==> config.mk <==
export PLATFORM = sky130hd
export DESIGN_NAME = mem_to_com
export DESIGN_NICKNAME = d
export VERILOG_FILES = /design/src/rtl/mem_to_com.sv
export SDC_FILE = /design/constraint.sdc
export NUM_CORES = 1
export LEC_CHECK = 0
export BUFFER_PORTS_ARGS = -buffer_cell sky130_fd_sc_hd__buf_2
export CORE_AREA = 10 10 76 110
export DETAILED_ROUTE_END_ITERATION = 12
export DIE_AREA = 0 0 86 120
export PLACE_DENSITY = 0.67
export SLEW_MARGIN = 20
export SYNTH_ARGS = -nofsm -noshare
export SYNTH_HDL_FRONTEND = slang
export SYNTH_SLANG_ARGS = --single-unit
==> constraint.sdc <==
create_clock -name clk -period 1.8 [get_ports clk]
set_input_delay 0.18 -clock clk [delete_from_list [all_inputs] [get_ports clk]]
set_output_delay 0.18 -clock clk [all_outputs]
set_load 0.005 [all_outputs]
==> src/rtl/mem_to_com.sv <==
// -----------------------------------------------------------------------------
// mem_to_com
// Frame-buffer readout engine. On i_start it walks every pixel of the 12-bit
// RGB444 frame BRAM and hands bytes one at a time to a UART transmitter:
//   HEADER0, HEADER1, {4'h0,R},{G,B} per pixel, XOR checksum of pixel bytes.
//
// Ports
//   clk          system clock
//   i_rst_n      asynchronous active-low reset
//   i_start      one-cycle start request, honoured only when idle
//   i_abort      level, forces the engine back to idle on the next edge
//   o_addr_rd    BRAM read address
//   i_data_rd    BRAM read data, valid one clock after o_addr_rd
//   o_tx_dv      one-cycle byte-valid strobe to the UART transmitter
//   o_tx_byte    byte to transmit, held from o_tx_dv until i_tx_done
//   i_tx_active  UART transmitter busy
//   i_tx_done    one-cycle UART byte-complete pulse
//   o_busy       high from accepted start until return to idle
//   o_done       one-cycle pulse after the checksum byte has completed
// -----------------------------------------------------------------------------
module mem_to_com #(
  parameter int unsigned ADDR_WIDTH = 17,
  parameter int unsigned DATA_WIDTH = 12,
  parameter int unsigned DEPTH      = 76_800,
  parameter logic [7:0]  HEADER0    = 8'hA5,
  parameter logic [7:0]  HEADER1    = 8'h5A
) (
  input  logic                  clk,
  input  logic                  i_rst_n,
  input  logic                  i_start,
  input  logic                  i_abort,
  output logic [ADDR_WIDTH-1:0] o_addr_rd,
  input  logic [DATA_WIDTH-1:0] i_data_rd,
  output logic                  o_tx_dv,
  output logic [7:0]            o_tx_byte,
  input  logic                  i_tx_active,
  input  logic                  i_tx_done,
  output logic                  o_busy,
  output logic                  o_done
);

  localparam logic [ADDR_WIDTH-1:0] LAST_ADDR = ADDR_WIDTH'(DEPTH - 1);

  typedef enum logic [3:0] {
    S_IDLE,
    S_HDR0,
    S_HDR1,
    S_RD,
    S_RD_WAIT,
    S_PIX_HI,
    S_PIX_LO,
    S_CSUM,
    S_FIN
  } state_t;

  state_t                r_state;
  logic                  r_sent;   // byte of the current state already strobed
  logic [7:0]            r_csum;
  logic [DATA_WIDTH-1:0] r_pix;

  logic [7:0] w_byte;
  logic       w_is_byte;
  logic       w_is_pix;
  logic       w_strobe;
  logic       w_adv;

  // Byte associated with the current state, and whether it feeds the checksum
  always_comb begin
    w_byte    = 8'h00;
    w_is_byte = 1'b0;
    w_is_pix  = 1'b0;
    case (r_state)
      S_HDR0: begin
        w_byte    = HEADER0;
        w_is_byte = 1'b1;
      end
      S_HDR1: begin
        w_byte    = HEADER1;
        w_is_byte = 1'b1;
      end
      S_PIX_HI: begin
        w_byte    = {4'h0, r_pix[11:8]};
        w_is_byte = 1'b1;
        w_is_pix  = 1'b1;
      end
      S_PIX_LO: begin
        w_byte    = r_pix[7:0];
        w_is_byte = 1'b1;
        w_is_pix  = 1'b1;
      end
      S_CSUM: begin
        w_byte    = r_csum;
        w_is_byte = 1'b1;
      end
      default: begin
        w_byte    = 8'h00;
        w_is_byte = 1'b0;
        w_is_pix  = 1'b0;
      end
    endcase
  end

  // Strobe once per byte state; advance only on the completion of our own byte
  assign w_strobe = w_is_byte && !r_sent && !i_tx_active;
  assign w_adv    = w_is_byte &&  r_sent &&  i_tx_done;

  // Sequencer with registered outputs
  always_ff @(posedge clk or negedge i_rst_n) begin
    if (!i_rst_n) begin
      r_state   <= S_IDLE;
      r_sent    <= 1'b0;
      r_csum    <= 8'h00;
      r_pix     <= '0;
      o_addr_rd <= '0;
      o_tx_dv   <= 1'b0;
      o_tx_byte <= 8'h00;
      o_busy    <= 1'b0;
      o_done    <= 1'b0;
    end else if (i_abort) begin
      // A byte already handed to the UART finishes there on its own
      r_state <= S_IDLE;
      r_sent  <= 1'b0;
      o_tx_dv <= 1'b0;
      o_busy  <= 1'b0;
      o_done  <= 1'b0;
    end else begin
      o_tx_dv <= 1'b0;
      o_done  <= 1'b0;

      if (w_strobe) begin
        o_tx_dv   <= 1'b1;
        o_tx_byte <= w_byte;
        r_sent    <= 1'b1;
        if (w_is_pix) begin
          r_csum <= r_csum ^ w_byte;
        end
      end

      if (w_adv) begin
        r_sent <= 1'b0;
      end

      case (r_state)
        S_IDLE: begin
          if (i_start) begin
            r_state   <= S_HDR0;
            r_sent    <= 1'b0;
            r_csum    <= 8'h00;
            o_addr_rd <= '0;
            o_busy    <= 1'b1;
          end else begin
            o_busy <= 1'b0;
          end
        end
        S_HDR0: begin
          if (w_adv) begin
            r_state <= S_HDR1;
          end
        end
        S_HDR1: begin
          if (w_adv) begin
            r_state <= S_RD;
          end
        end
        S_RD: begin
          // o_addr_rd already holds this pixel's address
          r_state <= S_RD_WAIT;
        end
        S_RD_WAIT: begin
          r_pix   <= i_data_rd;
          r_state <= S_PIX_HI;
        end
        S_PIX_HI: begin
          if (w_adv) begin
            r_state <= S_PIX_LO;
          end
        end
        S_PIX_LO: begin
          if (w_adv) begin
            if (o_addr_rd == LAST_ADDR) begin
              r_state <= S_CSUM;
            end else begin
              o_addr_rd <= o_addr_rd + ADDR_WIDTH'(1);
              r_state   <= S_RD;
            end
          end
        end
        S_CSUM: begin
          // o_done is high for exactly the FIN cycle
          if (w_adv) begin
            r_state <= S_FIN;
            o_done  <= 1'b1;
          end
        end
        S_FIN: begin
          o_busy  <= 1'b0;
          r_state <= S_IDLE;
        end
        default: begin
          r_state <= S_IDLE;
        end
      endcase
    end
  end

endmodule

After elaboration in Yosys (flattened, before gate mapping)
Cells that the tools add are included.
{"block": "word_totals", "ff_bits": 53, "input_bits": 18, "output_inout_bits": 28, "word_cells": 78}
{"block": "op_classes", "addsub": 1, "n_eq_ne": 18, "mux": 33, "n_bitwise": 2, "n_reduce_logical": 15}
{"cell": "two-way mux 17 bit", "n": 3}
{"cell": "one-hot mux 8 bit (5 select lines)", "n": 1}
{"cell": "one-hot mux 17 bit (2 select lines)", "n": 1}
{"cell": "two-way mux 8 bit", "n": 4}
{"cell": "one-hot mux 4 bit (8 select lines)", "n": 1}
{"cell": "two-way mux 4 bit", "n": 7}
{"cell": "inequality test 3 bit, second input constant", "n": 6}
{"cell": "adder 17 x 1 -> 17 bit, second input constant", "n": 1}
{"cell": "== test 17 bit, second input constant", "n": 1}
{"cell": "== test 4 x 3 -> 1 bit, second input constant", "n": 4}
{"cell": "two-way mux 1 bit", "n": 14}
{"cell": "== test 4 x 2 -> 1 bit, second input constant", "n": 2}
{"cell": "XOR 8 bit", "n": 1}
{"cell": "inequality test 2 bit, second input constant", "n": 3}
{"cell": "AND reduction 6 bit", "n": 1}
{"cell": "AND reduction 5 bit", "n": 1}
{"cell": "OR reduction 5 bit", "n": 1}
{"cell": "== test 4 x 1 -> 1 bit, second input constant", "n": 1}
{"cell": "== test 4 bit, second input constant", "n": 1}
{"cell": "logical AND 1 bit", "n": 4}
{"cell": "logical NOT 4 bit", "n": 1}
{"cell": "AND reduction 2 bit", "n": 2}
{"cell": "two-way mux 3 bit", "n": 1}
{"cell": "nonzero test 3 bit", "n": 1}
{"cell": "5 further kinds", "n": 6}

Longest topological paths before layout
{"block": "depth", "depth_word": 10, "ltp_mapped": 8}

Worst setup path after synthesis
No wires, ideal clock.
{"block": "synth_timing", "path_type": "reg2reg", "startpoint": "register o_addr_rd[12]", "endpoint": "register o_addr_rd[3]", "arrival_time_ns": 1.826, "path_slack_ns": -0.145, "path_stages_with_launch": 7, "n_path_buf": 1, "synth_period_minus_slack_ns": 1.945, "cell_sequence": "dfrtp_1 -> or3b_1 -> or4_4 -> o211ai_4 -> buf_6 -> nor3_1 -> o21a_1"}
{"block": "synth_via", "elab_chain_cells": 3}
{"item": "from (decl)", "line": "32", "rtl": "output logic [ADDR_WIDTH-1:0] o_addr_rd,"}
{"item": "from (signal assigned)", "line": "183", "rtl": "o_addr_rd <= o_addr_rd + ADDR_WIDTH'(1);"}
{"item": "== test 17 bit", "line": "180", "rtl": "if (o_addr_rd == LAST_ADDR) begin"}
{"item": "inequality test 2 bit (no line)"}
{"item": "AND reduction 5 bit (no line)"}
No other way between the ends.
A chain may end at the register's enable or synchronous reset.

Worst setup path in the final report
{"block": "layout_timing", "startpoint": "register r_state[3]", "endpoint": "register o_addr_rd[3]"}
{"block": "layout_via", "elab_chain_cells": 7, "word_cells_on_any_way": 16}
{"item": "from (decl)", "line": "56", "rtl": "state_t r_state;"}
{"item": "from (signal assigned)", "line": "110", "rtl": "r_state <= S_IDLE;"}
{"item": "from (signal assigned)", "line": "121", "rtl": "r_state <= S_IDLE;"}
{"item": "from (signal assigned)", "line": "146", "rtl": "r_state <= S_HDR0;"}
{"item": "== test 4 x 3 -> 1 bit (tied with other cells)", "line": "72", "rtl": "case (r_state)"}
{"item": "OR reduction 5 bit (no line)"}
{"item": "two-way mux 1 bit", "line": "72"}
{"item": "logical AND 1 bit (2 in series)", "line": "105", "rtl": "assign w_adv = w_is_byte && r_sent && i_tx_done;"}
{"item": "inequality test 2 bit (no line)"}
{"item": "AND reduction 5 bit (no line)"}
Parallel ways exist; a longest one is shown, timed or not.

==> flow_results.org <==
** Floorplan
- Area enclosed by the die boundary :: 10,300 um^2
- In this run the count of I/O pins placed on the die edge is 46.
- From left edge to right edge, the die measures 86 um.
- Measured along the y axis, the die boundary spans 120 um.
- Area of the core :: 6440 um^2
- After floorplanning, the core was divided into 36 placement rows.
- Starting Density :: 0.433

** STA
- Max-Slew Margin vs Limit :: 0.712
- Final Critical Period :: 1.92 ns
- Worst setup skew after layout :: 0.00354 ns
- Across all setup checks in the final design, the least slack found is -0.118 ns.
- At the pin with the least slew margin, the transition time is 0.431 ns.
- Maximum clock rate :: 521 MHz
- Final count of pins violating max slew :: 0
- Setup repair after global routing could not meet its margin everywhere.
- The final count of hold timing violations was 0.
- Portion of the clock cycle consumed by the worst path in the final layout :: 1.07
- Final setup vio count :: 25
- In the final timing run, aggregate negative setup slack is -1.23 ns.
- Worst hold slack :: 0.0973 ns

** Global route
- Across every metal layer, demand over resource in global routing totals 0.139.
- Remaining Overflow, GRT :: 0
- The number of global-route vias before repair is 2,566.
- Maximum number of pins on one net before global-route repair :: 54
- The number of antenna violations at the first check in global routing came to 0.
- The first global-routing pass estimated 11.9 mm of wire.

** Logic synthesis
- Number of flip-flops and latches in the synthesized netlist :: 53
- The share of the Yosys chip area taken by registers is 0.476.
- Most used flip-flop cell after synthesis :: sky130_fd_sc_hd__dfrtp_1
- Share of synthesized flip-flops with an asynchronous set or reset :: 1.00
- The cell area that synthesis handed to floorplanning was 2790 um^2.
- After synthesis, the netlist uses 49 different library cells.
- Post-Syn Nets :: 300
- Synth Warn # :: 0
- Avg Inst Size Synth :: 9.92 um^2
- Synthesis produced 281 cells.
- The synthesized design contains 0 enable-type register cells.

** Status
- Violated checks :: negative setup slack
- The flow ran to the end, but the final reports show violations.

** Layout
- Summing all multi-input logic gate instances after layout gives 1420 um^2.
- Final design utilization :: 0.564
- FF/Latch Area :: 1330 um^2
- Number of diodes added for antenna fixing :: 0
- Number of nets in the final layout :: 391
- FILL cells :: 583
- In the final layout, the share of cells above drive strength 1 is 0.366.
- Synthesis-to-layout area growth :: 30.4%
- Non-filler instance count after layout :: 448

** Job
- Number of maximum-capacitance violations :: 0

** Setup path
- Startpoint type of the worst setup path :: flip-flop
- STA classifies the critical path endpoint as a flip-flop.
- STA puts the critical path data required time at 2.00 ns.
- Worst Path Class, Setup :: reg2reg
- Arrival @ worst endpoint :: 2.12 ns
- Crit path max fanout :: 18

** Clock network
- Clock latency on the worst-skew pair :: 0.30 ns
- TritonCTS built the clock tree.
- Longest Clk Path Bufs :: 2
- Buffers inserted during clock tree synthesis total 5.
- Clock-pin transition on the worst setup and hold timing paths :: 0.09 ns
- Sink count of the clock tree :: 53
- Root buffer cell :: sky130_fd_sc_hd__clkbuf_8
- Clock H-tree levels :: 2

** Min path
- Worst hold-check path type :: in2reg

** Place
- Placed wire-length estimate :: 5.26 mm
- OpenSTA, run right after detailed placement, puts the worst setup slack at -0.0986 ns.
- Routability-driven placement finished with a final weighted congestion of 0.810.
- PortBufs :: 45
- Cell count after placement :: 437

** Power and ir drop
- Leakage power :: 1.70 nW
- The worst-case IR drop observed on VDD is 0.000437 V.
- Of the total power, combinational logic draws 0.126.
- In this run the power spent charging and discharging nets is 0.000553 W.
- The internal power of the cells totals 0.00166 W.
- Total power density per cell area :: 611 nW/um^2
- The share of total power dissipated in the clock network is 0.308.
- Of the total power, the share spent switching nets is 0.249.
- Flop pwr share :: 0.566

** Drt
- Number of DRC violations after detailed routing :: 0
- 1st-iter DRT viols :: 87
- Number of vias after detailed routing :: 2,498
- Final wirelength :: 7.22 mm
- Vias per inst :: 5.58
- Routed wire length per instance :: 16.1 um
- Before antenna repair, the detailed router went through 4 iterations.
- Once detail routing completed, the nets flagged for antenna violations numbered 0.
==> kinds of logic after synthesis <==
group,Yosys count,synth area share
buffers and inverters,24,0.0404
AOI/OAI and AO/OA,60,0.141
DFF,53,0.476
adders and majority gates,1,0.00449
xor gates and xnor gates,9,0.0283
and+or+nand+nor,116,0.240
muxes,18,0.0701
==> power groups by stage <==
stage | clock (W) | sequential, W | combinational [W]
2_1_floorplan | 0 | 0.00128 | 0.000115
3_3_place_gp | 0 | 0.00128 | 0.000259
3_5_place_dp | 0 | 0.00128 | 0.000264
4_1_cts | 0.000709 | 0.00126 | 0.000272
5_1_grt | 0.000746 | 0.00126 | 0.000310
6_report | 0.000683 | 0.00126 | 0.000279
==> cell type report <==
cell class,count,share of cell area
inverters,8,0.00827
multi-input cells,205,0.391
flip-flops and latches,53,0.366
repair buffers,99,0.184
well taps,76,0.0262
clock buffers,7,0.0238
==> final timing paths <==
check                                           endpoint  depth (start not counted)                      from  slack (ns)
worst max-delay path            o_addr_rd[3]$_DFFE_PN0P_                          6    r_state[3]$_DFFE_PN0P_       -0.12
worst min-delay path                r_pix[0]$_DFFE_PN0P_                          2              i_data_rd[0]         0.1
worst max register to register  o_addr_rd[3]$_DFFE_PN0P_                          6    r_state[3]$_DFFE_PN0P_       -0.12
worst min register to register  o_tx_byte[6]$_DFFE_PN0P_                          2  o_tx_byte[6]$_DFFE_PN0P_        0.49
max in group asynchronous         r_state[2]$_DFFE_PN0P_                          3                   i_rst_n        1.15
min in group asynchronous       o_addr_rd[8]$_DFFE_PN0P_                          3                   i_rst_n        0.39
==> stage by stage <==
stage                     instance area [um^2]  power (W)
after floorplan                           2800    0.00140
after global placement                    3440    0.00154
after global routing                      3630    0.00232
final                                     3630    0.00222
after CTS                                 3570    0.00224
after detailed placement                  3440    0.00154
==> metal layers <==
metal	vias up	share of wire	GRT usage
met5	-	0	0
li1	1197	-	-
met4	0	0.028	0.0589
met3	12	0.052	0.0298
met1	1215	0.39	0.147
met2	74	0.53	0.255
==> registers in the layout (all words and copies together) (netlist names) <==
| signal | count |
|---|---|
| r_csum | 8 |
| r_state | 4 |
| o_tx_byte | 8 |
| o_busy | 1 |
| r_pix | 12 |
| r_sent | 1 |
| o_addr_rd | 17 |
| o_tx_dv | 1 |
| o_done | 1 |
==> Yosys cell counts (2+ instances only) <==
cell type	instances	area (um^2)
sky130_fd_sc_hd__dfrtp_1	53	1330
sky130_fd_sc_hd__nand2_1	23	86.3
sky130_fd_sc_hd__a21oi_1	19	95.1
sky130_fd_sc_hd__nor2_1	18	67.6
sky130_fd_sc_hd__o21ai_0	14	70.1
sky130_fd_sc_hd__mux2_2	12	135
sky130_fd_sc_hd__nand3_1	11	55.1
sky130_fd_sc_hd__o31ai_1	11	82.6
sky130_fd_sc_hd__inv_1	8	30.0
sky130_fd_sc_hd__nand2b_1	8	50.1
sky130_fd_sc_hd__or3_1	8	50.1
sky130_fd_sc_hd__clkbuf_1	7	26.3
sky130_fd_sc_hd__nor3_1	7	35.0
sky130_fd_sc_hd__buf_2	6	30.0
sky130_fd_sc_hd__mux2i_1	6	60.1
sky130_fd_sc_hd__nand4_1	6	37.5
sky130_fd_sc_hd__nor2b_1	6	37.5
sky130_fd_sc_hd__or4_1	6	45.0
sky130_fd_sc_hd__xor2_1	6	52.6
sky130_fd_sc_hd__nand3b_1	4	30.0
sky130_fd_sc_hd__o22ai_1	4	25.0
sky130_fd_sc_hd__nand4b_1	3	26.3
sky130_fd_sc_hd__xnor2_1	3	26.3
sky130_fd_sc_hd__and3_1	2	12.5
sky130_fd_sc_hd__buf_6	2	22.5
sky130_fd_sc_hd__nand4bb_1	2	22.5
sky130_fd_sc_hd__nor4_1	2	12.5
sky130_fd_sc_hd__o21a_1	2	15.0
sky130_fd_sc_hd__o22a_1	2	17.5
==> critical path, stage by stage (launching register included) <==
cell	delay, ns
sky130_fd_sc_hd__dfrtp_2	0.45
sky130_fd_sc_hd__nand4bb_1	0.21
sky130_fd_sc_hd__or4_4	0.55
sky130_fd_sc_hd__o211ai_4	0.20
sky130_fd_sc_hd__buf_12	0.16
sky130_fd_sc_hd__nor3_1	0.05
sky130_fd_sc_hd__o21a_1	0.18
==> cells in the final DEF (no fill, tap or decap), drive strengths merged, types with 10 or more instances in the layout <==
cell type	instances
a21oi	19
buf	98
dfrtp	53
mux2	12
nand2	23
nand3	11
nor2	18
o21ai	14
o31ai	12
or3	10
==> timing repair <==
item	CTS	global route
endpoints found under the hold margin	53	0
pin swaps	2	3
buffers inserted	0	2
gates cloned	1	0
endpoints found under the setup margin	29	45
gates resized for setup	8	11
hold buffers	1	0
Note: power is estimated with default switching activity, not from simulation.
